===== src/rtl/cpu_pkg.sv =====
// Shared predictor types: 2-bit counter encodings, predictor modes and the
// BTB entry layout.
package cpu_pkg;

  localparam logic [1:0] SNT = 2'b00;
  localparam logic [1:0] WNT = 2'b01;
  localparam logic [1:0] WT  = 2'b10;
  localparam logic [1:0] ST  = 2'b11;

  localparam int MODE_STATIC  = 0;
  localparam int MODE_BIMODAL = 1;

  // The entry layout is sized for the default geometry; the top defaults its
  // PC_W/IDX_W parameters to these values.
  localparam int BTB_PC_W  = 32;
  localparam int BTB_IDX_W = 4;
  localparam int BTB_TAG_W = BTB_PC_W - BTB_IDX_W - 2;

  typedef struct packed {
    logic                 valid;
    logic [BTB_TAG_W-1:0] tag;
    logic [BTB_PC_W-1:0]  target;
    logic [1:0]           ctr;
  } bpe_entry_t;

endpackage


===== src/rtl/sat_counter2.sv =====
// Next-state step of a 2-bit saturating up/down direction counter.
module sat_counter2
  import cpu_pkg::*;
(
  input  logic [1:0] ctr,
  input  logic       up,
  output logic [1:0] ctr_next
);

  always_comb begin
    ctr_next = ctr;
    if (up) begin
      if (ctr != ST) ctr_next = ctr + 2'd1;
    end else begin
      if (ctr != SNT) ctr_next = ctr - 2'd1;
    end
  end

endmodule


===== src/rtl/branch_predictor_btb.sv =====
// Direct-mapped BTB with bimodal counters: zero-latency IF lookup, EX-stage
// resolve/update with mispredict redirect, and saturating statistics.
module branch_predictor_btb
  import cpu_pkg::*;
#(
  parameter int PC_W  = BTB_PC_W,
  parameter int IDX_W = BTB_IDX_W,
  parameter int MODE  = MODE_BIMODAL,
  parameter int CNT_W = 16
) (
  input  logic             clk,
  input  logic             reset,
  input  logic [PC_W-1:0]  if_pc,
  output logic             pred_taken,
  output logic [PC_W-1:0]  pred_target,
  input  logic             ex_valid,
  input  logic [PC_W-1:0]  ex_pc,
  input  logic             ex_taken,
  input  logic [PC_W-1:0]  ex_target,
  input  logic             ex_pred_taken,
  input  logic [PC_W-1:0]  ex_pred_target,
  output logic             mispredict,
  output logic [PC_W-1:0]  redirect_pc,
  output logic [CNT_W-1:0] stat_branches,
  output logic [CNT_W-1:0] stat_mispred
);

  localparam int ENTRIES = 2 ** IDX_W;

  bpe_entry_t btb_mem [ENTRIES];

  logic [IDX_W-1:0]     if_idx;
  logic [BTB_TAG_W-1:0] if_tag;
  logic                 if_hit;
  logic [IDX_W-1:0]     ex_idx;
  logic [BTB_TAG_W-1:0] ex_tag;
  logic                 ex_hit;
  logic [1:0]           ctr_next;
  logic [CNT_W-1:0]     stat_branches_reg;
  logic [CNT_W-1:0]     stat_mispred_reg;

  // IF lookup reads the pre-edge table; a same-cycle EX write is not bypassed.
  assign if_idx = if_pc[IDX_W+1:2];
  assign if_tag = if_pc[PC_W-1:IDX_W+2];
  assign if_hit = btb_mem[if_idx].valid && (btb_mem[if_idx].tag == if_tag);

  assign pred_taken  = (MODE == MODE_BIMODAL) && if_hit && btb_mem[if_idx].ctr[1];
  assign pred_target = pred_taken ? btb_mem[if_idx].target : if_pc + PC_W'(4);

  assign mispredict  = ex_valid &&
                       ((ex_taken != ex_pred_taken) ||
                        (ex_taken && (ex_pred_target != ex_target)));
  assign redirect_pc = ex_taken ? ex_target : ex_pc + PC_W'(4);

  assign ex_idx = ex_pc[IDX_W+1:2];
  assign ex_tag = ex_pc[PC_W-1:IDX_W+2];
  assign ex_hit = btb_mem[ex_idx].valid && (btb_mem[ex_idx].tag == ex_tag);

  sat_counter2 u_ctr_step (
    .ctr      (btb_mem[ex_idx].ctr),
    .up       (ex_taken),
    .ctr_next (ctr_next)
  );

  // A taken miss evicts whatever occupies the slot; a not-taken miss is ignored.
  always_ff @(posedge clk or negedge reset) begin
    if (!reset) begin
      for (int i = 0; i < ENTRIES; i++) begin
        btb_mem[i] <= '{valid: 1'b0, tag: '0, target: '0, ctr: WNT};
      end
    end else if (ex_valid) begin
      if (ex_hit) begin
        btb_mem[ex_idx].ctr <= ctr_next;
        if (ex_taken) btb_mem[ex_idx].target <= ex_target;
      end else if (ex_taken) begin
        btb_mem[ex_idx] <= '{valid: 1'b1, tag: ex_tag, target: ex_target, ctr: WT};
      end
    end
  end

  always_ff @(posedge clk or negedge reset) begin
    if (!reset) begin
      stat_branches_reg <= '0;
      stat_mispred_reg  <= '0;
    end else if (ex_valid) begin
      if (stat_branches_reg != '1) stat_branches_reg <= stat_branches_reg + CNT_W'(1);
      if (mispredict && (stat_mispred_reg != '1)) stat_mispred_reg <= stat_mispred_reg + CNT_W'(1);
    end
  end

  assign stat_branches = stat_branches_reg;
  assign stat_mispred  = stat_mispred_reg;

endmodule


===== config.mk =====
export PLATFORM = sky130hd
export DESIGN_NAME = branch_predictor_btb
export DESIGN_NICKNAME = d
export VERILOG_FILES = /design/src/rtl/cpu_pkg.sv /design/src/rtl/sat_counter2.sv /design/src/rtl/branch_predictor_btb.sv
export SDC_FILE = /design/constraint.sdc
export NUM_CORES = 2
export LEC_CHECK = 0
export CORE_UTILIZATION = 60
export CTS_BUF_LIST = sky130_fd_sc_hd__clkbuf_2
export CTS_CLUSTER_SIZE = 20
export DETAILED_ROUTE_END_ITERATION = 8
export PLACE_DENSITY = 0.79
export SYNTH_ARGS = -nofsm -noshare
export SYNTH_HDL_FRONTEND = slang
export SYNTH_SLANG_ARGS = --single-unit

===== constraint.sdc =====
create_clock -name clk -period 7.4 [get_ports clk]
set_input_delay 1.48 -clock clk [delete_from_list [all_inputs] [get_ports clk]]
set_output_delay 1.48 -clock clk [all_outputs]
set_load 0.05 [all_outputs]

==> Yosys cells after proc, flatten, opt, wreduce, memory -nomap -nowiden <==
Index checks and enable logic that the tools add are counted.
{ "totals": {"regBits": 1008, "latch_bits": 0, "ramBits": 0, "romBits": 0, "in_bits": 133, "mem_count": 0} }
{ "classes": {"n_addsub": 6, "mul": 0, "div_mod_pow": 0, "order_cmp": 3, "eq_ne": 7, "shift": 0, "n_mux": 23, "n_bitwise": 2, "n_reduce_logical": 13} }
{ "ops": {"columns": ["cell", "count"], "rows": [
  ["976-bit bitwise mux", 3],
  ["976-bit 2-to-1 mux", 3],
  ["61-bit demux with 4-bit select", 3],
  ["61-bit binary-select mux with 4-bit select", 2],
  ["61-bit 2-to-1 mux", 5],
  ["32-bit by 3-bit adder with 32-bit output (second input constant)", 2],
  ["32-bit 2-to-1 mux", 2],
  ["26-bit equality test", 2],
  ["34-bit 2-to-1 mux", 1],
  ["16-bit by 1-bit adder with 16-bit output (second input constant)", 2],
  ["16-bit != test (second input constant)", 2],
  ["32-bit != test", 1],
  ["5-bit >= comparator (second input constant)", 2],
  ["4-bit inverter with 5-bit output", 2],
  ["2-bit 2-to-1 mux", 4],
  ["1-bit logical AND", 7],
  ["2-bit AND reduction", 3],
  ["5-bit by 1-bit less-than comparator with 1-bit output (second input constant)", 1],
  ["2-bit nonzero test", 2],
  ["2-bit by 1-bit adder with 2-bit output (second input constant)", 1],
  ["2-bit != test (second input constant)", 1],
  ["2-bit by 1-bit subtractor with 2-bit output (second input constant)", 1],
  ["1-bit logical OR", 1],
  ["1-bit != test", 1]
]} }

==> Depth between registers and ports, before layout <==
{ "depth": {"depth_word": 11, "ltp_mapped": 15} }

==> By module <==
A second synthesis with hierarchy kept.
{ "hier_totals": {"cells_unflattened": 3648, "hier_area_um2": 52427.8} }
{ "modules_own_cells": {"columns": ["mod", "n_inst", "cells_each", "area_each_um2", "seq_area_each_um2"], "rows": [
  ["branch_predictor_btb", 1, 3645, 52401.5, 25244.2],
  ["sat_counter2", 1, 3, 26.3, 0.0]
]} }

==> Least setup slack after synthesis <==
No wires, ideal clock.
{ "synth_timing": {"path_kind": "input-to-output", "start": "in if_pc[2]", "end": "out pred_taken", "arrival_ps": 5755, "t_required_ps": 5920, "setup_slack_ps": 165, "stages": 11, "path_buffers": 5, "cell_sequence": "buf_6 -> buf_6 -> buf_6 -> buf_4 -> buf_2 -> mux4_2 -> mux4_2 -> xnor2_1 -> nand4_1 -> or4_1 -> nor4_1"} }
{ "synth_via": {"elab_chain_cells": 7} }
{ "synth_rtl": {"columns": ["element", "line", "text"], "rows": [
  ["from (decl)", "branch_predictor_btb.sv:13", "input logic [PC_W-1:0] if_pc,"],
  ["4-bit inverter with 5-bit output (not written as such) *", "branch_predictor_btb.sv:45, branch_predictor_btb.sv:47", null],
  ["61-bit binary-select mux with 4-bit select *", "branch_predictor_btb.sv:45, branch_predictor_btb.sv:47", null],
  ["61-bit 2-to-1 mux * (2 in series)", null, null],
  ["26-bit equality test", "branch_predictor_btb.sv:45", "assign if_hit = btb_mem[if_idx].valid && (btb_mem[if_idx].tag == if_tag);"],
  ["1-bit logical AND", "branch_predictor_btb.sv:45", null],
  ["1-bit logical AND *", "branch_predictor_btb.sv:47", "assign pred_taken = (MODE == MODE_BIMODAL) && if_hit && btb_mem[if_idx].ctr[1];"],
  ["to (decl)", "branch_predictor_btb.sv:14", "output logic pred_taken,"]
]} }
Mark *: on every way between the ends. The rest lies on a longest branch, timed or not. The select of a mux whose other input is x is not followed.

==> Worst setup path in the final report <==
{ "layout_timing": {"start": "reg btb_mem[907] in the netlist's numbering", "end": "out pred_target[0]"} }
{ "layout_via": {"elab_chain_cells": 7} }
{ "layout_rtl": {"columns": ["element", "line", "text"], "rows": [
  ["from (decl)", "branch_predictor_btb.sv:30", "bpe_entry_t btb_mem [ENTRIES];"],
  ["from (signal, indexed assignment)", "branch_predictor_btb.sv:69", "btb_mem[i] <= '{valid: 1'b0, tag: '0, target: '0, ctr: WNT};"],
  ["from (signal, indexed assignment)", "branch_predictor_btb.sv:76", "btb_mem[ex_idx] <= '{valid: 1'b1, tag: ex_tag, target: ex_target, ctr: WT};"],
  ["61-bit binary-select mux with 4-bit select", "branch_predictor_btb.sv:45", null],
  ["61-bit 2-to-1 mux (2 in series)", null, null],
  ["26-bit equality test", "branch_predictor_btb.sv:45", null],
  ["1-bit logical AND", "branch_predictor_btb.sv:45", null],
  ["1-bit logical AND", "branch_predictor_btb.sv:47", null],
  ["32-bit 2-to-1 mux", "branch_predictor_btb.sv:48", "assign pred_target = pred_taken ? btb_mem[if_idx].target : if_pc + PC_W'(4);"],
  ["to (decl)", "branch_predictor_btb.sv:15", "output logic [PC_W-1:0] pred_target,"]
]} }
No other way between the ends. The select of a mux whose other input is x is not followed.

==> out/results.tsv <==
metric	value	unit
status	complete, no violations	
drv_cap	0	
drt-total-wl	155000	um
min_path_type	flop to flop	
async_flop_share	100	%
clock_latency	1560	ps
syn_to_final_growth	11.4	%
vias	35300	
crit_path_start	btb_mem[907]	
cts_tree	built	
antenna_found_initial	10	
place_area	56400	um^2
firstDrtPassIters	6	
h-tree-depth	5	
ys_warn_count	0	
layout-drive-gt1-share	48.3	%
hold_violations	0	
final_cells	5295	
crit_type	flop to output pin	
grt_start_max_net_pins	172	
hp-start	stat_mispred[9]	
dp_hpwl	99700	um
wl_per_cell	29.3	um
power.density	246	nW/um^2
yosysSeqAreaShare	48.0	%
peakVddDrop	0.226	mV
grt_pass1_wl	233000	um
synth_cell_types	69	
start_kind	flop	
pre_cts_ws	470	ps
via_per_inst	6.67	
end_kind	output pin	
die_h	298	um
cp.arrival	5500	ps
netlist_instances	3678	
start_util	60.6	%
portBuffers	230	
layout_common_cells	992 x dfrtp_1, 954 x mux2_2, 391 x clkbuf_2	
rsz0062_at_grt	false	
ys_seq_elements	1008	
numCtsBuffers	278	
mostFrequentLayoutCell	dfrtp_1	
first_iter_violations	3851	
grt_pass1_vias	36200	
synth_area	52600	um^2
timing.rr.start	btb_mem[974]	
synth_edf_count	0	
clockBufferDepth	4	
dpl.cell_count	4846	
slew-limit-headroom	21.4	%
path_max_fanout	32	
nNetsFinal	4113	
path_clk_slew	90	ps
syn_avg_cell_area	14.3	um^2
hold_ws	500	ps
slew_viol_final	0	
timing.final.setup_violations	0	
period_needed	6980	ps
clockRootBuffer	clkbuf_2	
syn-num-nets	3819	
setup_slack	419	ps
overflow	0	
min_period_over_period	94.3	%
required	5920	ps
largest_reg_flops	976	
postCtsSetupBuffers	0	
ys.flop_type	dfrtp_1	
worst_pin_slew	1180	ps
io-pin-count	231	
die_w	298	um
design_area	58600	um^2
skew	144	ps
max_freq	0.143	GHz
core_area	86900	um^2
ant_nets	0	
grtUsageTotal	35.6	%
drc	0	
gp_congestion	0.934	
p_leak	25.9	nW
setup-tns-final	0	ps
die-area	88900	um^2
cts_sinks	1008	
std_cell_rows	108	
==> final cells by class <==
| cell class | instances | area, um^2 |
|---|---|---|
| inverters | 31 | 119 |
| diodes | 12 | 30.0 |
| fillers | 6138 | 28300 |
| flip-flops and latches | 1008 | 25200 |
| clock buffers | 391 | 1960 |
| well taps | 1155 | 1450 |
| repair buffers | 373 | 3630 |
| clock inverters | 45 | 249 |
| multi-input cells | 2280 | 26000 |
==> timing repair <==
action	4_1_cts	5_1_grt
resized for setup	0	0
endpoints found under the hold margin	40	0
setup endpoints to repair	0	0
hold buffers	1	0
==> per-stage QoR <==
| step | util (%) | total power [W] |
|---|---|---|
| after CTS | 67.4 | 0.0144 |
| final | 67.5 | 0.0144 |
| after floorplan | - | 0.00953 |
| after global routing | 67.5 | 0.0151 |
| after global placement | 64.9 | 0.0106 |
| after detailed placement | 64.9 | 0.0107 |
==> critical path: stages (launching register included) <==
cell     delay [ps]
dfrtp_1         410
mux4_1          500
mux4_2          520
xnor2_1         450
or3b_1          410
or4b_4          540
nor4_4          220
buf_12          320
mux2_2          380
buf_4           190
==> cell usage after synthesis, types with 10 or more instances <==
cell type  instances  area share, %
a31oi_1           10           0.12
xor2_1            83            1.4
and2_1            12           0.14
a221oi_1          12           0.20
nand2b_1          10           0.12
nand2_1          129           0.92
nor3_1            43           0.41
a31oi_2           10           0.24
o22ai_1           18           0.21
mux2i_1          100            1.9
mux2_2           954             20
buf_4             14           0.20
o31a_1            19           0.32
buf_1             48           0.34
a32oi_1           33           0.55
xnor2_1           91            1.5
o21ai_0           63           0.60
a22o_1            14           0.23
inv_1             28           0.20
clkbuf_1         210            1.5
buf_2             77           0.73
mux4_2           343             15
or2_2             16           0.19
and3_1            33           0.39
nand3_1           52           0.49
nand4_1           26           0.31
dfstp_2           16           0.80
nor4_1            12           0.14
mux2_4            29           0.83
nor2_1            46           0.33
nor2b_1           13           0.15
dfrtp_1          992             47
mux2_1            16           0.34
==> cells by family after synthesis <==
family                   synth area share (%)
AND/OR/NAND/NOR                          4.12
flip-flops                               48.0
AO/OA/AOI/OAI                            3.15
buffers and inverters                    3.22
XOR/XNOR                                 2.93
multiplexers                             38.4
adder cells (fa/ha/maj)                 0.228
==> layer usage <==
metal  up-vias  part of all wire, %  track usage, %
met2      1947                   45            52.3
met3       468                   12            11.3
met1     18400                   39            48.7
met4        12                  4.4            15.8
met5         -                0.044               0
li1      14500                    -               -
==> worst paths after layout <==
path / end / slack, ps / depth (start not counted)
max: pred_target[0] / 420 / 9
min: stat_mispred[9] / 500 / 1
max reg2reg: btb_mem[971] / 3250 / 10
min reg2reg: stat_mispred[9] / 500 / 1
max in group asynchronous: btb_mem[769] / 5100 / 3
min in group asynchronous: btb_mem[268] / 550 / 2
==> where the power goes <==
part           leakage (nW)  switching, W  internal [W]
Sequential             12.8      0.000670       0.00655
Clock                  1.75       0.00229       0.00149
Combinational          11.3       0.00154       0.00188
(Power assumes the default switching activity.)
